--- src/rtl/alu_pkg.sv ---
// Shared ALU definitions: control codes, instruction-field encodings,
// execution-unit FSM states and the base func3 decode.
package alu_pkg;

  typedef enum logic [3:0] {
    CTRL_AND  = 4'b0000,
    CTRL_OR   = 4'b0001,
    CTRL_ADD  = 4'b0010,
    CTRL_XOR  = 4'b0011,
    CTRL_SLL  = 4'b0100,
    CTRL_SRL  = 4'b0101,
    CTRL_SUB  = 4'b0110,
    CTRL_SLT  = 4'b0111,
    CTRL_SRA  = 4'b1000,
    CTRL_SLTU = 4'b1001,
    CTRL_MUL  = 4'b1010
  } ctrl_t;

  typedef enum logic [1:0] {
    ST_IDLE = 2'd0,
    ST_MUL  = 2'd1,
    ST_HOLD = 2'd2
  } state_t;

  localparam logic [1:0] ALU_OP_LS = 2'b00;
  localparam logic [1:0] ALU_OP_BR = 2'b01;
  localparam logic [1:0] ALU_OP_R  = 2'b10;
  localparam logic [1:0] ALU_OP_I  = 2'b11;

  localparam logic [6:0] F7_BASE   = 7'b0000000;
  localparam logic [6:0] F7_ALT    = 7'b0100000;
  localparam logic [6:0] F7_MULDIV = 7'b0000001;

  // func3 decode shared by R-type (func7 = base) and I-type
  function automatic ctrl_t base_op(input logic [2:0] func3);
    case (func3)
      3'b000:  base_op = CTRL_ADD;
      3'b001:  base_op = CTRL_SLL;
      3'b010:  base_op = CTRL_SLT;
      3'b011:  base_op = CTRL_SLTU;
      3'b100:  base_op = CTRL_XOR;
      3'b101:  base_op = CTRL_SRL;
      3'b110:  base_op = CTRL_OR;
      default: base_op = CTRL_AND;
    endcase
  endfunction

endpackage

--- src/rtl/alu_decode.sv ---
// Combinational ALU control decode: alu_op/func3/func7 -> 4-bit control code.
module alu_decode
  import alu_pkg::*;
#(
  parameter bit MUL_EN = 1'b1
) (
  input  logic [1:0] alu_op,
  input  logic [2:0] func3,
  input  logic [6:0] func7,
  output logic [3:0] ctrl
);

  ctrl_t dec;

  always_comb begin
    dec = CTRL_ADD;
    case (alu_op)
      ALU_OP_LS: dec = CTRL_ADD;
      ALU_OP_BR: dec = CTRL_SUB;
      ALU_OP_R: begin
        case (func7)
          F7_BASE: dec = base_op(func3);
          F7_ALT: begin
            if (func3 == 3'b000)      dec = CTRL_SUB;
            else if (func3 == 3'b101) dec = CTRL_SRA;
          end
          F7_MULDIV: begin
            if (MUL_EN && func3 == 3'b000) dec = CTRL_MUL;
          end
          default: dec = CTRL_ADD;
        endcase
      end
      default: begin
        // I-type: func7 only distinguishes SRA from SRL
        dec = base_op(func3);
        if (func3 == 3'b101 && func7 == F7_ALT) dec = CTRL_SRA;
      end
    endcase
  end

  assign ctrl = dec;

endmodule

--- src/rtl/alu_exec_unit.sv ---
// ALU execution unit: single-cycle ops plus iterative shift-add multiply,
// with a valid/ready handshake on both sides and a held output register.
module alu_exec_unit
  import alu_pkg::*;
#(
  parameter int unsigned WIDTH  = 32,
  parameter bit          MUL_EN = 1'b1
) (
  input  logic             clk,
  input  logic             rst_n,
  input  logic             in_valid,
  output logic             in_ready,
  input  logic [1:0]       alu_op,
  input  logic [2:0]       func3,
  input  logic [6:0]       func7,
  input  logic [WIDTH-1:0] op_a,
  input  logic [WIDTH-1:0] op_b,
  output logic             out_valid,
  input  logic             out_ready,
  output logic [WIDTH-1:0] result,
  output logic             zero,
  output logic [3:0]       ctrl
);

  localparam int unsigned SHW = $clog2(WIDTH);
  localparam int unsigned CW  = SHW + 1;

  state_t           state, state_nxt;
  logic [3:0]       dec_ctrl;
  logic [3:0]       ctrl_q;
  logic [WIDTH-1:0] result_q;
  logic [WIDTH-1:0] alu_res;
  logic [WIDTH-1:0] acc, mcand, mplier;
  logic [CW-1:0]    cnt;
  logic [SHW-1:0]   shamt;
  logic             accept, is_mul, mul_done;

  alu_decode #(.MUL_EN(MUL_EN)) u_decode (
    .alu_op (alu_op),
    .func3  (func3),
    .func7  (func7),
    .ctrl   (dec_ctrl)
  );

  assign shamt    = op_b[SHW-1:0];
  assign is_mul   = (dec_ctrl == CTRL_MUL);
  assign in_ready = (state == ST_IDLE) || (state == ST_HOLD && out_ready);
  assign accept   = in_valid && in_ready;
  assign mul_done = (cnt == CW'(WIDTH));

  always_comb begin
    alu_res = '0;
    case (ctrl_t'(dec_ctrl))
      CTRL_AND:  alu_res = op_a & op_b;
      CTRL_OR:   alu_res = op_a | op_b;
      CTRL_XOR:  alu_res = op_a ^ op_b;
      CTRL_SLL:  alu_res = op_a << shamt;
      CTRL_SRL:  alu_res = op_a >> shamt;
      CTRL_SRA:  alu_res = $unsigned($signed(op_a) >>> shamt);
      CTRL_SUB:  alu_res = op_a - op_b;
      CTRL_SLT:  alu_res = {{(WIDTH-1){1'b0}}, ($signed(op_a) < $signed(op_b))};
      CTRL_SLTU: alu_res = {{(WIDTH-1){1'b0}}, (op_a < op_b)};
      default:   alu_res = op_a + op_b;
    endcase
  end

  always_comb begin
    state_nxt = state;
    case (state)
      ST_IDLE: if (accept) state_nxt = is_mul ? ST_MUL : ST_HOLD;
      ST_MUL:  if (mul_done) state_nxt = ST_HOLD;
      ST_HOLD: begin
        if (accept)         state_nxt = is_mul ? ST_MUL : ST_HOLD;
        else if (out_ready) state_nxt = ST_IDLE;
      end
      default: state_nxt = ST_IDLE;
    endcase
  end

  always_ff @(posedge clk or negedge rst_n) begin
    if (!rst_n) state <= ST_IDLE;
    else        state <= state_nxt;
  end

  // One multiplier bit per cycle for WIDTH cycles, then one more cycle to
  // move the accumulator into the result register.
  always_ff @(posedge clk or negedge rst_n) begin
    if (!rst_n) begin
      result_q <= '0;
      ctrl_q   <= '0;
      acc      <= '0;
      mcand    <= '0;
      mplier   <= '0;
      cnt      <= '0;
    end else if (accept) begin
      ctrl_q <= dec_ctrl;
      if (is_mul) begin
        acc    <= '0;
        mcand  <= op_a;
        mplier <= op_b;
        cnt    <= '0;
      end else begin
        result_q <= alu_res;
      end
    end else if (state == ST_MUL) begin
      if (mul_done) begin
        result_q <= acc;
      end else begin
        acc    <= acc + (mplier[0] ? mcand : '0);
        mcand  <= mcand << 1;
        mplier <= mplier >> 1;
        cnt    <= cnt + 1'b1;
      end
    end
  end

  assign out_valid = (state == ST_HOLD);
  assign result    = result_q;
  assign zero      = (result_q == '0);
  assign ctrl      = ctrl_q;

endmodule
--- config.mk ---
export PLATFORM = sky130hd
export DESIGN_NAME = alu_exec_unit
export DESIGN_NICKNAME = d
export VERILOG_FILES = /design/src/rtl/alu_pkg.sv /design/src/rtl/alu_decode.sv /design/src/rtl/alu_exec_unit.sv
export SDC_FILE = /design/constraint.sdc
export NUM_CORES = 1
export LEC_CHECK = 0
export ABC_AREA = 1
export CAP_MARGIN = 10
export CORE_ASPECT_RATIO = 2
export CORE_UTILIZATION = 52
export DETAILED_ROUTE_END_ITERATION = 8
export PLACE_DENSITY_LB_ADDON = 0.12
export SLEW_MARGIN = 10
export SYNTH_ARGS = -nofsm -noshare
export SYNTH_HDL_FRONTEND = slang
export SYNTH_SLANG_ARGS = --single-unit
--- constraint.sdc ---
create_clock -name clk -period 6.6 [get_ports clk]
set_clock_uncertainty 0.05 [all_clocks]
set_input_delay 0.99 -clock clk [delete_from_list [all_inputs] [get_ports clk]]
set_output_delay 0.99 -clock clk [all_outputs]
set_load 0.01 [all_outputs]
==> impl_metrics.toml, run 1 <==
[outcome]
outcome = "aborted with a tool error"
outcome.stop_stage = "5_1_grt"
firstError = "[ERROR GRT-0116] Global routing finished with congestion. Check the congestion regions in the DRC Viewer."

[synth]
yosys.cell_types.count = 53
synth_mux_area_share_pct = 0.1089
yosys.area_share.adder_pct = 9.173
number_of_nets_in_the_synthesized_netlist = 3402
async_reset_ff_share_pct = 100.0
synthFlopType = "sky130_fd_sc_hd__dfrtp_1"
mean_syn_cell_area_um2 = 5.766
synth_xor_area_share_pct = 1.667
yosysSeqAreaShare_pct = 19.05
yosys.area.top_type = "sky130_fd_sc_hd__nand2_1"
post_synth_inst_count = 3189
simple_gate_share_of_the_synthesized_area_pct = 42.25
number_of_flops_mapped_to_enable_cells_by_yosys = 0
yosys_register_bits = 140
dominant_combinational_cell_family_by_area_after_synthesis = "simple AND/OR/NAND/NOR gates"
synth_area_in_compound_gates_pct = 16.73
synth.cell_area_mm2 = 0.01839
area_contributors_post_synth = "sky130_fd_sc_hd__nand2_1, sky130_fd_sc_hd__dfrtp_1, sky130_fd_sc_hd__nand3_1"
synth_top_area_share_pct = 20.23
synth-warning-count = 0

[floorplanning]
start_util_pct = 52.60
top_level_ports = 119
fp.dieH_um = 267.9
chipWidth_um = 135.0
num_rows = 97

[placed_design]
dp_slack_ps = 1870
gp_congestion = 1.158
portBuffers = 118
post-dp-hpwl_mm = 78.10
placed_cell_area_mm2 = 0.01958

[clocking]
cts_setup_buffers = 0
htree_num_levels = 4
post_cts_resized = 0
cts.path.max_buffers = 2
cts_root_buf = "sky130_fd_sc_hd__clkbuf_16"
cts_num_sinks = 140
ctsHoldBuffers = 0
tritoncts.num_buffers = 17

[global_route]
vias_in_the_first_global_route = 24329
groute.usage.overall_pct = 61.37
grt_pass1_wl_mm = 162.6
grt_max_degree = 89
overflow = 137
-- logic make-up after synthesis --
kind of cell             after synthesis
AND/OR/NAND/NOR                     1838
AO/OA/AOI/OAI                        541
buffers and inverters                500
flip-flops                           140
adder cells (fa/ha/maj)              133
XOR/XNOR                              35
multiplexers                           2
-- cells in the mapped netlist, types with 3 or more instances --
cell type / count
sky130_fd_sc_hd__buf_4: 13
sky130_fd_sc_hd__o21bai_1: 10
sky130_fd_sc_hd__fa_1: 3
sky130_fd_sc_hd__inv_2: 12
sky130_fd_sc_hd__o21ai_1: 7
sky130_fd_sc_hd__or2_0: 3
sky130_fd_sc_hd__o21ai_0: 170
sky130_fd_sc_hd__o21a_1: 15
sky130_fd_sc_hd__nand3b_1: 11
sky130_fd_sc_hd__or2_2: 7
sky130_fd_sc_hd__a21boi_0: 3
sky130_fd_sc_hd__a22oi_1: 28
sky130_fd_sc_hd__xnor2_1: 6
sky130_fd_sc_hd__nor2_4: 4
sky130_fd_sc_hd__nand2_1: 991
sky130_fd_sc_hd__a31oi_1: 47
sky130_fd_sc_hd__dfrtp_1: 140
sky130_fd_sc_hd__nor4_1: 10
sky130_fd_sc_hd__nor3_1: 29
sky130_fd_sc_hd__xor2_1: 29
sky130_fd_sc_hd__o221ai_1: 4
sky130_fd_sc_hd__nand2_2: 9
sky130_fd_sc_hd__buf_6: 6
sky130_fd_sc_hd__o211ai_1: 17
sky130_fd_sc_hd__ha_1: 130
sky130_fd_sc_hd__o21ai_2: 4
sky130_fd_sc_hd__nand3_2: 3
sky130_fd_sc_hd__o22ai_1: 16
sky130_fd_sc_hd__a21oi_1: 198
sky130_fd_sc_hd__buf_2: 43
sky130_fd_sc_hd__clkbuf_1: 82
sky130_fd_sc_hd__buf_1: 16
sky130_fd_sc_hd__nand3_1: 400
sky130_fd_sc_hd__nor2_1: 319
sky130_fd_sc_hd__inv_1: 326
sky130_fd_sc_hd__and2_1: 12
sky130_fd_sc_hd__o31ai_1: 7
sky130_fd_sc_hd__a21o_1: 9
sky130_fd_sc_hd__nand4_1: 32
-- routing by layer --
metal	GRT usage, %	GRT overflow
met1	62.70	0
met2	89.75	76
met3	24.94	3
met4	68.14	58
met5	0	0
-- through the flow --
stage               utilization, %  hold WS [ps]  cells
CTS                          57.70         438.5   3652
detailed placement           56.01         421.7   3620
global placement             56.01         413.2   3620
floorplan                        -         399.5   3189
==> run 2, diff against run 1 <==
Settings changed: CORE_ASPECT_RATIO 2 to unset, CORE_UTILIZATION 52 to 37, PLACE_DENSITY_LB_ADDON 0.12 to 0.15.
==> impl_metrics.toml, run 2 <==
[synth]
yosys_register_bits = 140
post_synth_inst_count = 3189
yosys.cell_types.count = 53
post-synth-top-count-cell = "sky130_fd_sc_hd__nand2_1"
number_of_nets_in_the_synthesized_netlist = 3402
async_reset_ff_share_pct = 100.0
area_contributors_post_synth = "sky130_fd_sc_hd__nand2_1, sky130_fd_sc_hd__dfrtp_1, sky130_fd_sc_hd__nand3_1"
synth-warning-count = 0
synth.cell_area_mm2 = 0.01839
yosysSeqAreaShare_pct = 19.05
mean_syn_cell_area_um2 = 5.766
number_of_flops_mapped_to_enable_cells_by_yosys = 0
synth_top_area_share_pct = 20.23
synthFlopType = "sky130_fd_sc_hd__dfrtp_1"
synth_top_cells_by_count = "sky130_fd_sc_hd__nand2_1, sky130_fd_sc_hd__nand3_1, sky130_fd_sc_hd__inv_1, sky130_fd_sc_hd__nor2_1, sky130_fd_sc_hd__a21oi_1"
yosys.area.top_type = "sky130_fd_sc_hd__nand2_1"

[worst_hold_path]
end_point_of_the_worst_hold_path = "mplier[19]"
hold_path_startpoint = "mplier[19]"
worst_hold_path_type = "flip-flop to flip-flop"
whs_path_depth = 2

[critical_path]
setup.worst_path.end_class = "flip-flop"
cp_max_fo = 46
worstSetupPathType = "input pin to flip-flop"
cp_delay_by_family_top = "buffers and inverters"
worstPathRequired_ps = 6910
path_buf_inv = 3
crit_path_top_delay_cell = "sky130_fd_sc_hd__inv_1"
reg2reg_to = "acc[30]"
cp_common_cell = "sky130_fd_sc_hd__nand2_1"
reg2reg_depth = 13
crit_path_cell_trace = "buf_2 -> inv_1 -> buf_4 -> nand2_1 -> nand3_1 -> nand3_1 -> o21ai_0 -> nand2_1 -> o21ai_0 -> o21ai_0 -> nor2_1 -> nor2_1 -> nand3_1 -> nand2_1 -> nand2_1"
crit_path_dat_ps = 5490
timing.rr.start = "mplier[0]"
cp-start-kind = "input pin"
r2r_setup_slack_ps = 2490
critical_path.max_stage_delay_ps = 880

[clocking]
post_cts_resized = 0
clock_tree_from_tritoncts = "done"
cts_setup_buffers = 0
ctsHoldBuffers = 0
htree_num_levels = 4
tritoncts.num_buffers = 17
cts_root_buf = "sky130_fd_sc_hd__clkbuf_16"
cts_num_sinks = 140
clock_transition_at_path_regs_ps = 70
clock_insertion_delay_at_the_later_pin_of_the_skew_report_ps = 470
cts.path.max_buffers = 2

[job]
drv.max_cap_violation_count = 0

[pwr]
power_w = 0.004871
power-per-cell-area_mw_per_mm2 = 238.5
p_leak_nw = 10.36
vdd_drop_max_uv = 177.0

[floorplanning]
fp.dieH_um = 224.9
die_ar_mm2 = 0.05059
chipWidth_um = 224.9
num_rows = 81
start_util_pct = 37.56
top_level_ports = 119
core_region_area_mm2 = 0.04895

[placed_design]
post-dp-hpwl_mm = 78.29
portBuffers = 118
dpl.cell_count = 3839
gp_congestion = 1.053

[layout]
total_number_of_nets_in_the_final_design = 3407
layout.cells.most_common = "sky130_fd_sc_hd__nand2_1"
area_growth_pct = 11.06
final-instance-count-excl-fill = 3871
mostFrequentLayoutCells = "sky130_fd_sc_hd__nand2_1, sky130_fd_sc_hd__nand3_1, sky130_fd_sc_hd__inv_1"
finish.utilization_pct = 41.71
drive_above_1_share_pct = 3.648
diodes = 0

[global_route]
initial_antenna_violation_count = 0
groute.usage.overall_pct = 38.58
grt_max_degree = 79
vias_in_the_first_global_route = 21256
grt_pass1_wl_mm = 141.8
overflow = 0

[routing]
detail_route.drc_violations = 0
wl_mm = 98.15
routed-via-count = 22604
first_iter_violations = 2730
drt-vias-per-instance = 5.839
ant_nets = 0
detailed_routing_iterations_pass_1 = 6
post_drt_wl_per_cell_um = 25.36

[timing]
setup-violations-final = 0
timing_max_transition_violations_final = 0
finalSetupTns_ps = 0
maxClockFrequency_mhz = 192.9
period_minus_slack_ps = 5184
worst_slew_margin_rel_pct = 20.67
worst-slew-pin-transition_ps = 1190
final_hold_viol_count = 0
grt_setup_unrepaired = "false"
final.hold.worst_slack_ps = 435.0
finalCritPeriodShare_pct = 78.55

[outcome]
outcome = "finished, final reports clean"
-- run 2: area by class of cell --
cell class | instances | area, µm²
clock buffers | 17 | 425.4
clock inverters | 15 | 148.9
fillers | 5494 | 28530
inverters | 340 | 1277
multi-input cells | 2549 | 12870
flip-flops and latches | 140 | 3503
well taps | 664 | 830.8
repair buffers | 146 | 1368
-- run 2: worst register-to-register path: stages (launching register included) --
cell and delay, ps:
sky130_fd_sc_hd__dfrtp_1 1110, sky130_fd_sc_hd__nand2_1 100, sky130_fd_sc_hd__inv_1 90, sky130_fd_sc_hd__ha_1 190
sky130_fd_sc_hd__inv_1 70, sky130_fd_sc_hd__fa_1 390, sky130_fd_sc_hd__o21ai_0 690, sky130_fd_sc_hd__nand3_1 200
sky130_fd_sc_hd__nand2_1 290, sky130_fd_sc_hd__a21oi_1 190, sky130_fd_sc_hd__o21ai_0 370, sky130_fd_sc_hd__a21oi_1 100
sky130_fd_sc_hd__o21ai_0 120, sky130_fd_sc_hd__nand2_1 60
-- run 2: power breakdown --
part / switching, W / internal (W) / total, W / leakage [nW]
combinational: 0.00159 / 0.000845 / 0.00244 / 8.37
sequential: 0.000292 / 0.00117 / 0.00147 / 1.72
clock: 0.000465 / 0.000501 / 0.000966 / 0.271
total: 0.00235 / 0.00252 / 0.00487 / 10.4
-- run 2: worst max-delay path by stage --
stage,start,to,depth (start not counted)
after floorplan,op_b[4],result[27],21
after global placement,op_b[0],result[25],15
after detailed placement,op_b[0],result[25],15
after CTS,op_b[0],result[25],15
after global routing,op_b[0],result[25],15
final,op_b[0],result[25],15
-- run 2: layer usage --
layer	routed length [µm]	global-route usage, %	vias up
met5	0	0	-
met4	4928	18.26	0
met3	8673	7.014	177
met1	42200	52.31	10810
met2	42350	58.93	1166
li1	-	-	10451
-- run 2: per-stage QoR --
stage | area (µm²) | setup slack [ps]
after global routing | 20420 | 1399
after floorplan | 18390 | 2926
after global placement | 19850 | 1054
after CTS | 20420 | 1538
final | 20420 | 1416
after detailed placement | 19850 | 1044
-- run 2: cells by family after synthesis --
| kind of cell | synth area share [%] |
|---|---|
| flops | 19.05 |
| fa+ha+maj | 9.173 |
| buf+inv | 11.02 |
| xor+xnor | 1.667 |
| mux | 0.1089 |
| simple gates | 42.25 |
| compound gates | 16.73 |
No activity file was read; power rests on OpenSTA's default activity.
